<file path="src/rtl/decoder_n_pipe.sv">
// SEL_W-to-2**SEL_W one-hot/thermometer decoder with registered output and a 2-entry skid buffer.
// Optional macro DECODER_N_PIPE_STATS_EN adds a 16-bit input-transfer counter port ACC_CNT.
module decoder_n_pipe #(
    parameter int                      SEL_W   = 3,
    parameter logic [(2**SEL_W)-1:0]   RST_VAL = '0
) (
    input  logic                    CLK,
    input  logic                    RST,
    input  logic                    IN_VALID,
    output logic                    IN_READY,
    input  logic [SEL_W-1:0]        DATA_IN,
    input  logic                    IN_MODE,
    input  logic                    IN_EN,
    output logic                    OUT_VALID,
    input  logic                    OUT_READY,
    output logic [(2**SEL_W)-1:0]   DATA_OUT
`ifdef DECODER_N_PIPE_STATS_EN
    ,
    output logic [15:0]             ACC_CNT
`endif
);

    localparam int OUT_W = 2**SEL_W;

    logic             r_out_valid;
    logic [OUT_W-1:0] r_main;
    logic             r_skid_valid;
    logic [OUT_W-1:0] r_skid;
    logic             r_in_ready;

    logic             w_accept;
    logic [OUT_W-1:0] w_decoded;
    logic             w_out_valid_nxt;
    logic [OUT_W-1:0] w_main_nxt;
    logic             w_skid_valid_nxt;
    logic [OUT_W-1:0] w_skid_nxt;

    assign w_accept  = IN_VALID & r_in_ready;
    assign IN_READY  = r_in_ready;
    assign OUT_VALID = r_out_valid;
    assign DATA_OUT  = r_main;

    // Decode once at accept time; the stored word never looks at the inputs again.
    always_comb begin
        w_decoded = '0;
        if (IN_EN) begin
            for (int i = 0; i < OUT_W; i++) begin
                w_decoded[i] = IN_MODE ? (i <= int'(DATA_IN)) : (i == int'(DATA_IN));
            end
        end
    end

    always_comb begin
        w_out_valid_nxt  = r_out_valid;
        w_main_nxt       = r_main;
        w_skid_valid_nxt = r_skid_valid;
        w_skid_nxt       = r_skid;
        if (r_skid_valid) begin
            // IN_READY is low here, so only the skid-to-main drain can happen.
            if (OUT_READY) begin
                w_main_nxt       = r_skid;
                w_skid_valid_nxt = 1'b0;
            end
        end else if (!r_out_valid || OUT_READY) begin
            w_out_valid_nxt = w_accept;
            if (w_accept) begin
                w_main_nxt = w_decoded;
            end
        end else if (w_accept) begin
            w_skid_nxt       = w_decoded;
            w_skid_valid_nxt = 1'b1;
        end
    end

    always_ff @(posedge CLK or posedge RST) begin
        if (RST) begin
            r_out_valid  <= 1'b0;
            r_main       <= RST_VAL;
            r_skid_valid <= 1'b0;
            r_skid       <= RST_VAL;
            r_in_ready   <= 1'b0;
        end else begin
            r_out_valid  <= w_out_valid_nxt;
            r_main       <= w_main_nxt;
            r_skid_valid <= w_skid_valid_nxt;
            r_skid       <= w_skid_nxt;
            r_in_ready   <= ~w_skid_valid_nxt;
        end
    end

`ifdef DECODER_N_PIPE_STATS_EN
    logic [15:0] r_acc_cnt;

    always_ff @(posedge CLK or posedge RST) begin
        if (RST) begin
            r_acc_cnt <= 16'd0;
        end else if (w_accept) begin
            r_acc_cnt <= r_acc_cnt + 16'd1;
        end
    end

    assign ACC_CNT = r_acc_cnt;
`endif

endmodule

</file>
<file path="config.mk">
export PLATFORM = sky130hd
export DESIGN_NAME = decoder_n_pipe
export DESIGN_NICKNAME = d
export VERILOG_FILES = /design/src/rtl/decoder_n_pipe.sv
export SDC_FILE = /design/constraint.sdc
export NUM_CORES = 1
export LEC_CHECK = 0
export ABC_AREA = 1
export CAP_MARGIN = 10
export CORE_ASPECT_RATIO = 1.1
export CORE_MARGIN = 4
export CORE_UTILIZATION = 50
export CTS_CLUSTER_DIAMETER = 120
export DETAILED_ROUTE_END_ITERATION = 8
export PLACE_DENSITY_LB_ADDON = 0.05
export SYNTH_ARGS = -nofsm -noshare
export SYNTH_HDL_FRONTEND = slang
export SYNTH_SLANG_ARGS = --single-unit
</file>
<file path="constraint.sdc">
create_clock -name CLK -period 1.3 [get_ports CLK]
set_input_delay 0.325 -clock CLK [delete_from_list [all_inputs] [get_ports CLK]]
set_output_delay 0.325 -clock CLK [all_outputs]
set_load 0.02 [all_outputs]
</file>
After elaboration in Yosys (flattened, before gate mapping):

Cells that the tools add are included.

* magnitude comparators: 7
* equal/unequal tests: 8
* muxes and demuxes: 17
* bitwise logic cells: 4
* reductions and logical operators: 8

Operators with widths (count)
* $mux 8: 5
* $eq 3x3->1 const A: 4
* $le 3x3->1 const A: 4
* $mux 1: 12
* $eq 2x3->1 const A: 2
* $le 2x3->1 const A: 2
* $reduce_and 3->1: 2
* $reduce_bool 2->1: 2
* $eq 1x3->1 const A: 1
* $le 1x3->1 const A: 1
* $logic_not 3->1: 1
* $not 1->1: 3
* $ne 2x2->1 const B: 1
* $reduce_and 2->1: 1
* $and 1x1->1: 1
* $logic_not 1->1: 1
* $logic_or 1x1->1: 1

* bits in registers: 19
* input bits: 9
* output and inout bits: 10
* logic and storage cells: 49

Longest topological paths before layout:

* word-level depth: 6
* gate-level depth with buffers: 7

Worst setup path after synthesis:

No wires, ideal clock.

* path kind: reg2reg
* start point: reg r_in_ready (netlist: IN_READY)
* end point: reg r_main[7] (netlist: DATA_OUT[7])
* arrival: 1071 ps
* data required time: 1184 ps
* slack: 113 ps
* cell stages (with the launch flop): 8
* path buffers: 1
* clock period less this slack: 1187 ps
* cells stage by stage: dfrtp_1 > nand2_1 > nand2_2 > nand3_4 > buf_6 > inv_1 > nand2_1 > nand2_1

* longest elaborated chain between the ends: 3

Ends and longest elaborated chain
* start, declared: line 29 `logic r_in_ready;`
* start signal, assigned: line 87 `r_in_ready <= ~w_skid_valid_nxt;`
* $and 1x1->1: line 38 `assign w_accept = IN_VALID & r_in_ready;`
* $reduce_bool 2->1 (no source line)
* $reduce_and 3->1 (no source line)
* end signal, assigned: line 84 `r_main <= w_main_nxt;`
* end, declared: line 26 `logic [OUT_W-1:0] r_main;`

Every way passes these cells.
A chain may end at the register's enable or synchronous reset.

Worst setup path in the final report:

* start point: in OUT_READY
* end point: reg r_main[4] (netlist: DATA_OUT[4])

* longest elaborated chain between the ends: 3
* elaborated cells between the ends (all ways): 4
* those cells by class: 1 x eq/ne; 3 x reduce/logical

Ends and longest elaborated chain
* start, declared: line 15 `input logic OUT_READY,`
* $logic_or 1x1->1: line 64 `end else if (!r_out_valid || OUT_READY) begin`
* $reduce_bool 2->1 (no source line)
* $reduce_and 3->1 (no source line) (*)

Mark *: on every way between the ends. The rest lies on a longest branch, timed or not.

==> out/results.txt <==
The number of enable-type register cells in the synthesized netlist came out at 0. Summed over all layers, the global routing overflow is 0. For the number of placed instances, taps included, the log shows 175. The floorplan has 16 rows.

Data on the critical path is required at its endpoint by 1.55 ns. The logs give 0.330 ns for the worst-case hold slack and 17.9% for the all-layer global routing usage. For this configuration, the core starts out at a cell density of 54.1%. The die is 54.5 um tall. In the post-synthesis netlist, the biggest area contributors are sky130_fd_sc_hd__dfrtp_1 48%, sky130_fd_sc_hd__nand2_1 21%, sky130_fd_sc_hd__nor2_1 6.1%.

The global-route wire length before repair was 3610 um; the number of nets with antenna violations after detailed routing was 0. The relative contribution of the clock network to total power came out at 13.3%. Of the total power, registers draw 41.4%. No sink is reached through more buffers than the 2 on the longest clock path. The average wire per cell in the routed design is 12.6 um. The cell at the root of the clock tree was sky130_fd_sc_hd__clkbuf_4. Detailed routing inserted a total of 901 vias.

The number of buffers created by CTS was 3. The worst setup path is of the in2reg kind. The slowest stage of the critical path belongs to the cell sky130_fd_sc_hd__clkdlybuf4s50_1. The maximum single-stage delay on the critical path was 0.45 ns.

For this run, design rule violations remaining after detail routing come to 0. Once layout is complete, the cells apart from fillers number 182. The final worst clock skew is 0.00147 ns. The number of buffers and inverters on the critical path is 2. In this run the tool buffered the top-level ports with 18 buffer cells. After detailed routing, the total wire length is 2290 um.

The core region is 1820 um^2. Worst min-delay path category: in2async. In this run, the combinational gates consume 45.3% of the power. The worst register-to-register path begins at r_skid_valid. The startpoint type of the worst setup path is an input port.

For this run, the post-layout net count is 165. The cell repeated most along the worst path was sky130_fd_sc_hd__nand2_1. The half-perimeter wire length after placement is 1560 um, and the areal power density over the cells is 1870 nW/um^2.

The most common cell in the synthesized netlist is sky130_fd_sc_hd__nand2_1. The count of endpoints failing hold in the final timing report was 0. The logs give 1 for the number of levels the H-tree was split into and 0.00133 W for the internal cell power. Summed over all nets, the switching power comes to 0.000980 W. Net switching is 42.4% of the power. In this run the mean area of a mapped cell was 7.75 um^2. The first detailed-routing pass took 4 iterations. The weighted congestion at the end of routability-driven global placement was 0.808. The proportion of layout cells with a drive suffix above 1 was 23.2%. The setup slack of the worst register-to-register path was 0.12 ns.

The cell type with the largest total area after synthesis was sky130_fd_sc_hd__dfrtp_1. The worst register-to-register path has a depth of 6. The flip-flop and latch count after synthesis was 19.

The tools report the sink count of the clock tree as 19. The critical path goes through clkdlybuf4s50_1, inv_1, nand2_1, nand3_4, nor2_1, nand2_1, nand2_1. On the critical path the largest part of the delay comes from simple AND/OR/NAND/NOR gates. Headroom to the max-slew limit came out at 82.0%. 19 I/O pins were placed. The proportion of synthesized flip-flops having asynchronous set or reset is 100%.

The area growth from synthesis to layout is 25.4%. During synthesis, Yosys emitted a total of 0 warnings. In this run, distinct cell masters in the synthesized netlist total 17. The endpoint identified for the worst register-to-register timing path is r_skid[4]. The final core area utilization is 67.8%, and the area share of the leading cell type in the synthesized netlist is 48.3%. The flow ran to the end, and the final reports show no timing, DRC or antenna violations. For the number of antenna violations at the first check in global routing, the log shows 0. Across the run, the number of max-cap violations was 0. The worst setup path is captured at a register. Clock-pin slew was measured on the worst setup and hold paths at 0.11 ns. The total count of max-transition violations in the final report is 0, and the source-to-sink clock delay at the later pin of the worst-skew pair is 0.30 ns.

The logs give 1.18 mV for the highest ir drop seen on vdd and 136 for the post-synthesis net count. The number of global-route vias before repair is 865. For the fmax, the log shows 825 MHz. The repair_antennas step left the layout with diodes totalling 0. The width of the die was 50.3 um.

Entering global routing, the biggest net connects 20 pins. Dividing the detail-routed via count by the number of cells gives 4.95. The largest driver fanout on the critical path is 8, and the final critical delay including setup and external delays is 1.21 ns. Among all flip-flop cells after synthesis, the most frequent one is sky130_fd_sc_hd__dfrtp_1. Final period utilization: 93.3%. After synthesis, the most frequently instantiated cells are 54 x sky130_fd_sc_hd__nand2_1, 19 x sky130_fd_sc_hd__dfrtp_1, 16 x sky130_fd_sc_hd__nor2_1, 10 x sky130_fd_sc_hd__inv_1, 5 x sky130_fd_sc_hd__o21ai_0. The sequential share of the synthesized area came out at 48.3%. Setup repair after global routing left no endpoint under its margin. For the pin with the worst max-slew slack, the measured transition is 0.269 ns.

The run gives 127 as the cell count after synthesis. The cell leakage power came out at 0.689 nW. STA puts the critical path data arrival time at 1.46 ns.

The mapped netlist covers 985 um^2. The run gives 19 as the count of routing violations after the opening detailed-route iteration. Setup violations remaining at the end of the flow were counted as 0. The die covers 2740 um^2. TritonCTS built the clock tree.
worst reg2reg max path: cells and delay by family, from the launching register on:
| kind | cells | cell delay, ns |
|---|---|---|
| flip-flops | 1 | 0.45 |
| AND/OR/NAND/NOR | 3 | 0.35 |
| buffers and inverters | 2 | 0.21 |
| AO/OA/AOI/OAI | 1 | 0.07 |
state kept, by name, summed over array words and instances, names as in the netlist:
register      flops
DATA_OUT          8
r_skid            8
IN_READY          1
OUT_VALID         1
r_skid_valid      1
power groups by stage:
stage	clock, W	combinational [W]	sequential, W
3_3_place_gp	0	0.00105	0.000959
3_5_place_dp	0	0.00108	0.000968
6_report	0.000307	0.00105	0.000957
4_1_cts	0.000310	0.00105	0.000957
5_1_grt	0.000332	0.00116	0.000984
2_1_floorplan	0	0.000512	0.00112
logic make-up (layout without fill, tap and decap cells):
logic type,Yosys count,in the layout,share of synthesized area (%)
AOI/OAI and AO/OA,15,15,9.40
buffers and inverters,15,42,7.62
DFF,19,19,48.3
and+or+nand+nor,78,79,34.7
timing repair:
| item | in CTS | in global routing |
|---|---|---|
| pin swaps | 0 | 1 |
| buffers inserted | 0 | 2 |
| endpoints found under the setup margin | 10 | 17 |
| gates resized for setup | 30 | 16 |
| hold buffers | 0 | 0 |
| gates cloned | 0 | 1 |
| hold endpoints to repair | 0 | 0 |
worst max-delay path by stage:
| stage | from | end | slack, ns | cells past startpoint |
|---|---|---|---|---|
| 2_1_floorplan | IN_READY | DATA_OUT[7] | 0.11 | 7 |
| 3_5_place_dp | IN_VALID | DATA_OUT[3] | -0.28 | 7 |
| 6_report | OUT_READY | DATA_OUT[4] | 0.09 | 7 |
| 4_1_cts | DATA_OUT[4] | DATA_OUT[4] | 0.01 | 1 |
| 5_1_grt | IN_MODE | DATA_OUT[1] | 0.003 | 7 |
| 3_3_place_gp | IN_VALID | DATA_OUT[1] | -0.21 | 7 |
final cells by class:
class                           count  area (um^2)
Tap cell                           27         33.8
Sequential cell                    19          477
Fill cell                         170          587
Multi-Input combinational cell     94          454
Inverter                           12         52.6
Clock inverter                      1         5.00
Timing Repair Buffer               26          190
Clock buffer                        3         22.5
stage by stage:
stage	area (um^2)	power, W	setup TNS [ns]	worst slack [ns]
after floorplan	985	0.00163	0	0.113
after global placement	1220	0.00201	-2.99	-0.209
after detailed placement	1220	0.00205	-3.88	-0.276
after CTS	1260	0.00232	0	0.0116
after global routing	1230	0.00248	0	0.00303
final	1230	0.00231	0	0.0876
cells in the final DEF (no fill, tap or decap), types with 4 or more instances in the layout:
cell type                         instances
sky130_fd_sc_hd__nand2_1                 53
sky130_fd_sc_hd__dfrtp_1                 18
sky130_fd_sc_hd__nor2_1                  16
sky130_fd_sc_hd__inv_1                   10
sky130_fd_sc_hd__buf_2                   10
sky130_fd_sc_hd__clkdlybuf4s50_1          8
sky130_fd_sc_hd__buf_4                    8
sky130_fd_sc_hd__o21ai_0                  5
sky130_fd_sc_hd__o21ai_2                  4
per-layer routing:
metal  GRT usage [%]  share of wire [%]
met5               0                  0
met3            4.09                4.1
met4            6.73                1.1
met2            32.0                 50
met1            21.4                 45
Power figures use the tool's default switching activity.
